### config.mk
export PLATFORM = sky130hd
export DESIGN_NAME = regfile_mp
export DESIGN_NICKNAME = d
export VERILOG_FILES = /design/src/rtl/regfile_mp.sv
export SDC_FILE = /design/constraint.sdc
export NUM_CORES = 2
export LEC_CHECK = 0
export BUFFER_PORTS_ARGS = -buffer_cell sky130_fd_sc_hd__buf_2
export CELL_PAD_IN_SITES_DETAIL_PLACEMENT = 0
export CELL_PAD_IN_SITES_GLOBAL_PLACEMENT = 1
export CORE_AREA = 2 2 331 399
export CTS_CLUSTER_SIZE = 10
export DETAILED_ROUTE_END_ITERATION = 10
export DIE_AREA = 0 0 333 401
export PLACE_DENSITY_LB_ADDON = 0.05
export SYNTH_ARGS = -nofsm -noshare
export SYNTH_HDL_FRONTEND = slang
export SYNTH_SLANG_ARGS = --single-unit
### constraint.sdc
create_clock -name clk -period 60.3 [get_ports clk]
set_input_delay 3.015 -clock clk [delete_from_list [all_inputs] [get_ports clk]]
set_output_delay 3.015 -clock clk [all_outputs]
set_load 0.05 [all_outputs]
### src/rtl/regfile_mp.sv
// regfile_mp: multi-port general-purpose register file for the NPC core.
// NRP combinational read ports, two write-back ports (port 1 wins on a
// same-address collision), a per-register busy scoreboard for hazard
// detection, and a handshaked engine that streams every register to the
// difftest/debug side.
// Optional feature macro: REGFILE_BYPASS_EN. When it is defined, reads
// forward same-cycle write data and rbusy forwards same-cycle clears.
module regfile_mp #(
    parameter  int XLEN = 32,
    parameter  int NREG = 32,
    parameter  int NRP  = 2,
    localparam int AW   = $clog2(NREG)
) (
    input  logic                  clk,
    input  logic                  rst,
    input  logic [NRP*AW-1:0]     raddr,
    output logic [NRP*XLEN-1:0]   rdata,
    output logic [NRP-1:0]        rbusy,
    input  logic                  we0,
    input  logic [AW-1:0]         waddr0,
    input  logic [XLEN-1:0]       wdata0,
    input  logic                  we1,
    input  logic [AW-1:0]         waddr1,
    input  logic [XLEN-1:0]       wdata1,
    input  logic                  alloc_valid,
    input  logic [AW-1:0]         alloc_addr,
    input  logic                  sb_flush,
    input  logic                  dump_start,
    output logic                  dump_valid,
    input  logic                  dump_ready,
    output logic [AW-1:0]         dump_idx,
    output logic [XLEN-1:0]       dump_data,
    output logic                  dump_busy,
    output logic                  dump_done
);

    typedef enum logic [1:0] {
        ST_IDLE,
        ST_DUMP,
        ST_DONE
    } state_t;

    state_t          state;
    state_t          state_nxt;
    logic [XLEN-1:0] regs [NREG];
    logic [NREG-1:0] busy;
    logic [NREG-1:0] busy_nxt;
    logic [AW-1:0]   idx;
    logic [AW-1:0]   idx_nxt;

    // Register array: port 1 takes priority over port 0; x0 stays zero.
    always_ff @(posedge clk or posedge rst) begin
        if (rst) begin
            for (int unsigned i = 0; i < NREG; i++) begin
                regs[i] <= '0;
            end
        end else begin
            regs[0] <= '0;
            for (int unsigned i = 1; i < NREG; i++) begin
                if (we1 && (waddr1 == AW'(i))) begin
                    regs[i] <= wdata1;
                end else if (we0 && (waddr0 == AW'(i))) begin
                    regs[i] <= wdata0;
                end
            end
        end
    end

    // Scoreboard next state: alloc beats a same-cycle write clear, flush beats all.
    always_comb begin
        busy_nxt = busy;
        for (int unsigned i = 1; i < NREG; i++) begin
            if (alloc_valid && (alloc_addr == AW'(i))) begin
                busy_nxt[i] = 1'b1;
            end else if ((we0 && (waddr0 == AW'(i))) || (we1 && (waddr1 == AW'(i)))) begin
                busy_nxt[i] = 1'b0;
            end
        end
        busy_nxt[0] = 1'b0;
        if (sb_flush) begin
            busy_nxt = '0;
        end
    end

    // Scoreboard register.
    always_ff @(posedge clk or posedge rst) begin
        if (rst) begin
            busy <= '0;
        end else begin
            busy <= busy_nxt;
        end
    end

    // Read ports: array value (optionally forwarded), x0 forced to zero.
    always_comb begin
        logic [AW-1:0]   ra;
        logic [XLEN-1:0] rd;
        logic            bz;
        rdata = '0;
        rbusy = '0;
        ra    = '0;
        rd    = '0;
        bz    = 1'b0;
        for (int unsigned k = 0; k < NRP; k++) begin
            ra = raddr[k*AW +: AW];
            rd = regs[ra];
            bz = busy[ra];
`ifdef REGFILE_BYPASS_EN
            if (we1 && (waddr1 == ra)) begin
                rd = wdata1;
            end else if (we0 && (waddr0 == ra)) begin
                rd = wdata0;
            end
            if (((we0 && (waddr0 == ra)) || (we1 && (waddr1 == ra))) &&
                !(alloc_valid && (alloc_addr == ra))) begin
                bz = 1'b0;
            end
`else
            rd = regs[ra];
            bz = busy[ra];
`endif
            if (ra == '0) begin
                rd = '0;
                bz = 1'b0;
            end
            rdata[k*XLEN +: XLEN] = rd;
            rbusy[k]              = bz;
        end
    end

    // Dump FSM state and index registers.
    always_ff @(posedge clk or posedge rst) begin
        if (rst) begin
            state <= ST_IDLE;
            idx   <= '0;
        end else begin
            state <= state_nxt;
            idx   <= idx_nxt;
        end
    end

    // Dump FSM next state and beat outputs.
    always_comb begin
        state_nxt  = state;
        idx_nxt    = idx;
        dump_valid = 1'b0;
        dump_done  = 1'b0;
        case (state)
            ST_IDLE: begin
                if (dump_start) begin
                    state_nxt = ST_DUMP;
                    idx_nxt   = '0;
                end
            end
            ST_DUMP: begin
                dump_valid = 1'b1;
                if (dump_ready) begin
                    idx_nxt = idx + AW'(1);
                    if (idx == AW'(NREG - 1)) begin
                        state_nxt = ST_DONE;
                    end
                end
            end
            ST_DONE: begin
                dump_done = 1'b1;
                state_nxt = ST_IDLE;
            end
            default: begin
                state_nxt = ST_IDLE;
            end
        endcase
    end

    assign dump_idx  = idx;
    assign dump_busy = (state != ST_IDLE);
    assign dump_data = (dump_valid && (idx != '0)) ? regs[idx] : '0;

endmodule
After elaboration in Yosys (flattened, before gate mapping)
Cells that the tools add are included.
{ "classes": {"addsub": 1, "magnitude_cmp": 5, "n_eq_ne": 99, "n_mux": 152, "bitwise": 3, "reduce_logical": 195} }
{ "op_table": {"columns": ["operator", "count"], "rows": [
  ["two-way mux 32 bit", 72],
  ["binary-select mux 32 bit (select 5 bit)", 3],
  ["== test 5 bit, second input constant", 49],
  ["== test 5 x 4 -> 1 bit, second input constant", 24],
  ["logical AND 1 bit", 94],
  ["nonzero test 3 bit", 31],
  ["two-way mux 1 bit", 68],
  ["nonzero test 2 bit", 33],
  ["== test 5 x 3 -> 1 bit, second input constant", 12],
  ["logical OR 1 bit", 31],
  ["== test 5 x 2 -> 1 bit, second input constant", 6],
  ["greater-or-equal comparator 6 bit, second input constant", 3],
  ["NOT 5 -> 6 bit", 3],
  ["== test 5 x 1 -> 1 bit, second input constant", 3],
  ["< comparator 5 x 6 -> 1 bit, second input constant", 2],
  ["binary-select mux 1 bit (select 5 bit)", 2],
  ["logical NOT 5 bit", 2],
  ["two-way mux 5 bit", 2],
  ["one-hot mux 5 bit (2 select lines)", 1],
  ["two-way mux 2 bit", 3],
  ["!= test 2 bit, second input constant", 3],
  ["AND reduction 3 bit", 2],
  ["adder 5 x 1 -> 5 bit, second input constant", 1],
  ["nonzero test 5 bit", 1],
  ["4 further kinds", 4]
]} }
{ "totals": {"reg_bits": 1031, "wordCells": 520} }

Logic depth before layout (Yosys ltp)
{ "depth": {"word_depth": 6, "mapped_depth": 13, "depth_no_buf": 6} }

Worst setup path after synthesis
Ideal clock, no wire load.
{ "synth_timing": {"kind": "input to output", "startpoint": "in raddr[7]", "endpoint": "out rdata[33]", "arrival_ps": 5215, "slack_ps": 52070, "cell_stages": 8, "path_cell_list": "clkbuf_1 -> clkbuf_1 -> clkbuf_1 -> clkbuf_1 -> a221oi_1 -> nor3_1 -> a211oi_1 -> a21oi_1"} }
{ "synth_via": {"elab_chain_cells": 5} }
{ "synth_lines": {"columns": ["element", "line", "rtl"], "rows": [
  ["start, declared", "16", "input logic [NRP*AW-1:0] raddr,"],
  ["NOT 5 -> 6 bit (not written as such)", "119", "rd = regs[ra];"],
  ["binary-select mux 32 bit (select 5 bit)", "119", null],
  ["two-way mux 32 bit (not written as such) (2 in a row)", "119", null],
  ["two-way mux 32 bit *", "122", "if (ra == '0) begin"],
  ["end, declared", "17", "output logic [NRP*XLEN-1:0] rdata,"]
]} }
Mark *: on every way between the ends. The rest lies on a longest branch, timed or not. The select of a mux whose other input is x is not followed.

Worst setup path after layout
{ "layout_timing": {"startpoint": "in raddr[7]", "endpoint": "out rdata[54]"} }
The elaborated chain is that of the path after synthesis.

==> summary.txt <==
==================================================================================
Run status                                                            finished, final reports clean
Critical path endpoint                                                   rdata[54]
Net count reported at finish                                                 6,357
Sequential area share after synthesis                                        35.7%
Reg-to-reg startpoint                                                  dump_idx[0]
Input/output buffers                                                           202
WL final                                                                    301 mm
Overall via count from detail_route                                         59,500
Crit path required time                                                   57.28 ns
Initial detailed-routing violation count                                     8,993
P_leak                                                                     32.3 nW
Crit path time final                                                       9.86 ns
Unrepaired setup endpoints after global routing                              false
Number of warnings reported in the yosys synthesis log                           0
Max Transition Viols Final                                                       0
Core area                                                             130,000 sq um
Die span in y                                                          401 microns
Final period utilization                                                     16.4%
Final routed wire length divided by cell count                        37.5 microns
Slowest stage cell, crit path                                                buf_4
Wire length of the first global-routing pass                                429 mm
Worst Max-Slew Pin Slew                                                    1.31 ns
Worst reg2reg endpoint                                                 dump_idx[4]
Via density per instance                                                      7.42
Aggregate global routing overflow                                                0
Clock transition at the registers of the reported paths                    0.06 ns
GR Util All Layers                                                           44.8%
Routed Antenna Nets                                                              0
Post-synthesis cell type count                                                  43
Met1 layer usage reported by global route                                    58.0%
Busiest grt layer                                                             met2
Met2 routing resource usage after global routing                             66.0%
Max Root-Sink Buffers                                                            3
Largest stage delay on the critical path                                   0.85 ns
Setup TNS                                                                     0 ns
Length of the first detailed-routing pass in iterations                          8
Clock insertion delay at the later pin of the skew report                  0.75 ns
Worst slack on hold paths                                                 0.550 ns
Area enclosed by the die boundary                                     134,000 sq um
Number of buffers created by CTS                                               119
Starting density of the core                                                 55.7%
Synthesized netlist net count                                                6,677
Crit path capture type                                                primary output
Pwr per Cell Area                                                     37.7 nW/um^2
Share of final-layout standard cells stronger than drive strength 1          23.4%
Register-to-register setup slack                                          56.65 ns
Synthesized instance count                                                   6,577
Max capacitance violation total                                                  0
Std cell rows                                                                  145
Fmax                                                                       101 MHz
Detailed placer's ending HPWL                                               166 mm
Worst EP arrival                                                           6.85 ns
Gpl congestion                                                               0.887
WS Path Type                                                          primary input to primary output
Remaining DRCs                                                                   0
Clock Sink Count                                                             1,030
Final Hold Fails                                                                 0
Maximum level of the CTS H-tree                                                  3
Count of instances resized after the clock tree is built                         0
Met3 Use GR                                                                  12.8%
Dominant cell type by area after synthesis                                 dfrtp_1
Main area contributors after synthesis                                dfrtp_1, mux4_2, mux2i_1, a21oi_1, o21ai_0
Post-CTS Hold Buffers                                                            0
Headroom to the max-slew limit                                               12.9%
Cell seen most often among critical-path stages                              buf_4
Setup Fix Bufs, Post-CTS                                                         0
Cell breakdown of the critical path                                   buf_8, buf_4, buf_4, mux4_2, mux2_2, a211oi_1, a21oi_1, buf_2
Number of antenna violations at the first check in global routing               28
Count of pins on the block boundary                                            203
CTS Root Cell                                                            clkbuf_16
Yosys top cell area share                                                    35.7%
VDD IR-drop max                                                        0.0000335 V
Critical Path Start                                                       raddr[7]
Area added between synthesis and finish                                      6.87%
Worst R2R Path Depth                                                             8
Largest fanout of any net on the critical path                                  64
Total of flip-flops plus latches after synthesis                             1,030
Vias in the first global route                                              57,200
Average cell area after synthesis                                       11.0 sq um
Syn Std Cell Area                                                     72,200 sq um
Largest net degree at the start of global routing                              165
Setup-failing EPs final                                                          0
CTS tree                                                                     built
Die Wd                                                                 333 microns
Post-route clock skew                                                   0.00667 ns
Class of the tightest hold or removal check                           register to register
Startpoint kind of the worst setup timing path                        primary input
==================================================================================
-- power breakdown --
part           leakage, nW  internal [W]  switching, W
registers             12.6      0.000871      0.000211
clock network         1.64      0.000375      0.000304
logic                 18.1      0.000526      0.000620
total                 32.3       0.00177       0.00113
-- per-layer routing --
| metal | part of all wire (%) | wire (microns) | up-vias |
|---|---|---|---|
| li1 | - | - | 23900 |
| met1 | 36 | 107000 | 30000 |
| met4 | 7.9 | 23600 | 12 |
| met3 | 12 | 37400 | 1186 |
| met2 | 44 | 132000 | 4312 |
| met5 | 0.032 | 95 | - |
-- flip-flops by register name, indices dropped and copies added, names as in the netlist --
name and cells:
regs 992, busy 31, dump_idx 5, state 2
-- stage by stage --
step / power (W) / utilization (%) / setup WS [ns] / cells / area, sq um
global placement: 0.00217 / 56.9 / 50.53 / 7826 / 73700
finish: 0.00291 / 59.6 / 50.44 / 8013 / 77100
detailed placement: 0.00221 / 56.9 / 50.44 / 7826 / 73700
CTS: 0.00288 / 59.5 / 50.45 / 7996 / 77100
floorplan: 0.00187 / - / 28.30 / 6577 / 72200
global route: 0.00301 / 59.5 / 50.28 / 8003 / 77100
-- cells in the final DEF, fill, tap and decap left out, drive strengths merged, types with 38 or more instances in the layout --
cell and count:
a21oi 598, dfrtp 1030, nor3 90, nor2 602
mux4 761, nor2b 69, nand2 550, a211oi 38
clkbuf 167, o21ai 495, mux2i 1108, a221oi 54
buf 341, mux2 155
-- Yosys cell counts --
master,number
a2111oi_0,23
a211oi_1,38
a21oi_1,598
a221oi_1,54
a22o_1,37
a22oi_1,29
a31oi_1,9
a32oi_1,12
and2_1,4
and3_1,11
and4b_1,1
buf_1,83
buf_2,173
buf_4,15
buf_6,5
clkbuf_1,505
clkbuf_2,1
dfrtp_1,1030
ha_1,3
inv_1,37
mux2_2,155
mux2i_1,1108
mux4_2,761
nand2_1,550
nand2b_1,20
nand3_1,4
nand3b_1,8
nand4_1,1
nand4b_1,3
nor2_1,602
nor2b_1,69
nor3_1,87
nor3_2,3
nor4_1,3
nor4_2,1
o211ai_1,2
o21ai_0,495
o21bai_1,1
o221ai_1,10
o22ai_1,23
o41ai_1,1
or2_2,1
or3b_2,1
-- final cells by class --
| cell class | count | area [sq um] |
|---|---|---|
| fillers | 10800 | 52400 |
| repair buffers | 341 | 2180 |
| well taps | 1690 | 2110 |
| inverters | 37 | 148 |
| clock inverters | 3 | 18.8 |
| multi-input cells | 4728 | 43500 |
| diodes | 17 | 42.5 |
| clock buffers | 167 | 3340 |
| flip-flops and latches | 1030 | 25800 |
-- worst max-delay path, delay by kind of cell --
kind                   cells  cell delay (ns)
AOI/OAI and AO/OA          2             0.67
muxes                      2             0.52
buffers and inverters      4             2.57
-- how the worst min path moves through the flow --
stage | end | slack, ns | cells past startpoint | startpoint
after CTS | busy[11] | 0.55 | 2 | busy[11]
after detailed placement | busy[11] | 0.54 | 2 | busy[11]
after global placement | busy[13] | 0.53 | 2 | busy[13]
final | busy[11] | 0.55 | 2 | busy[11]
after global routing | busy[26] | 0.60 | 2 | busy[26]
after floorplan | busy[14] | 0.50 | 2 | busy[14]
-- cells by family after synthesis --
logic type	after synthesis	synth area share [%]
adders and majority gates	3	0.0520
muxes	2024	41.5
buffers and inverters	819	4.69
DFF	1030	35.7
and+or+nand+nor	1369	7.77
AOI/OAI and AO/OA	1332	10.2
No activity file was read; power rests on OpenSTA's default activity.
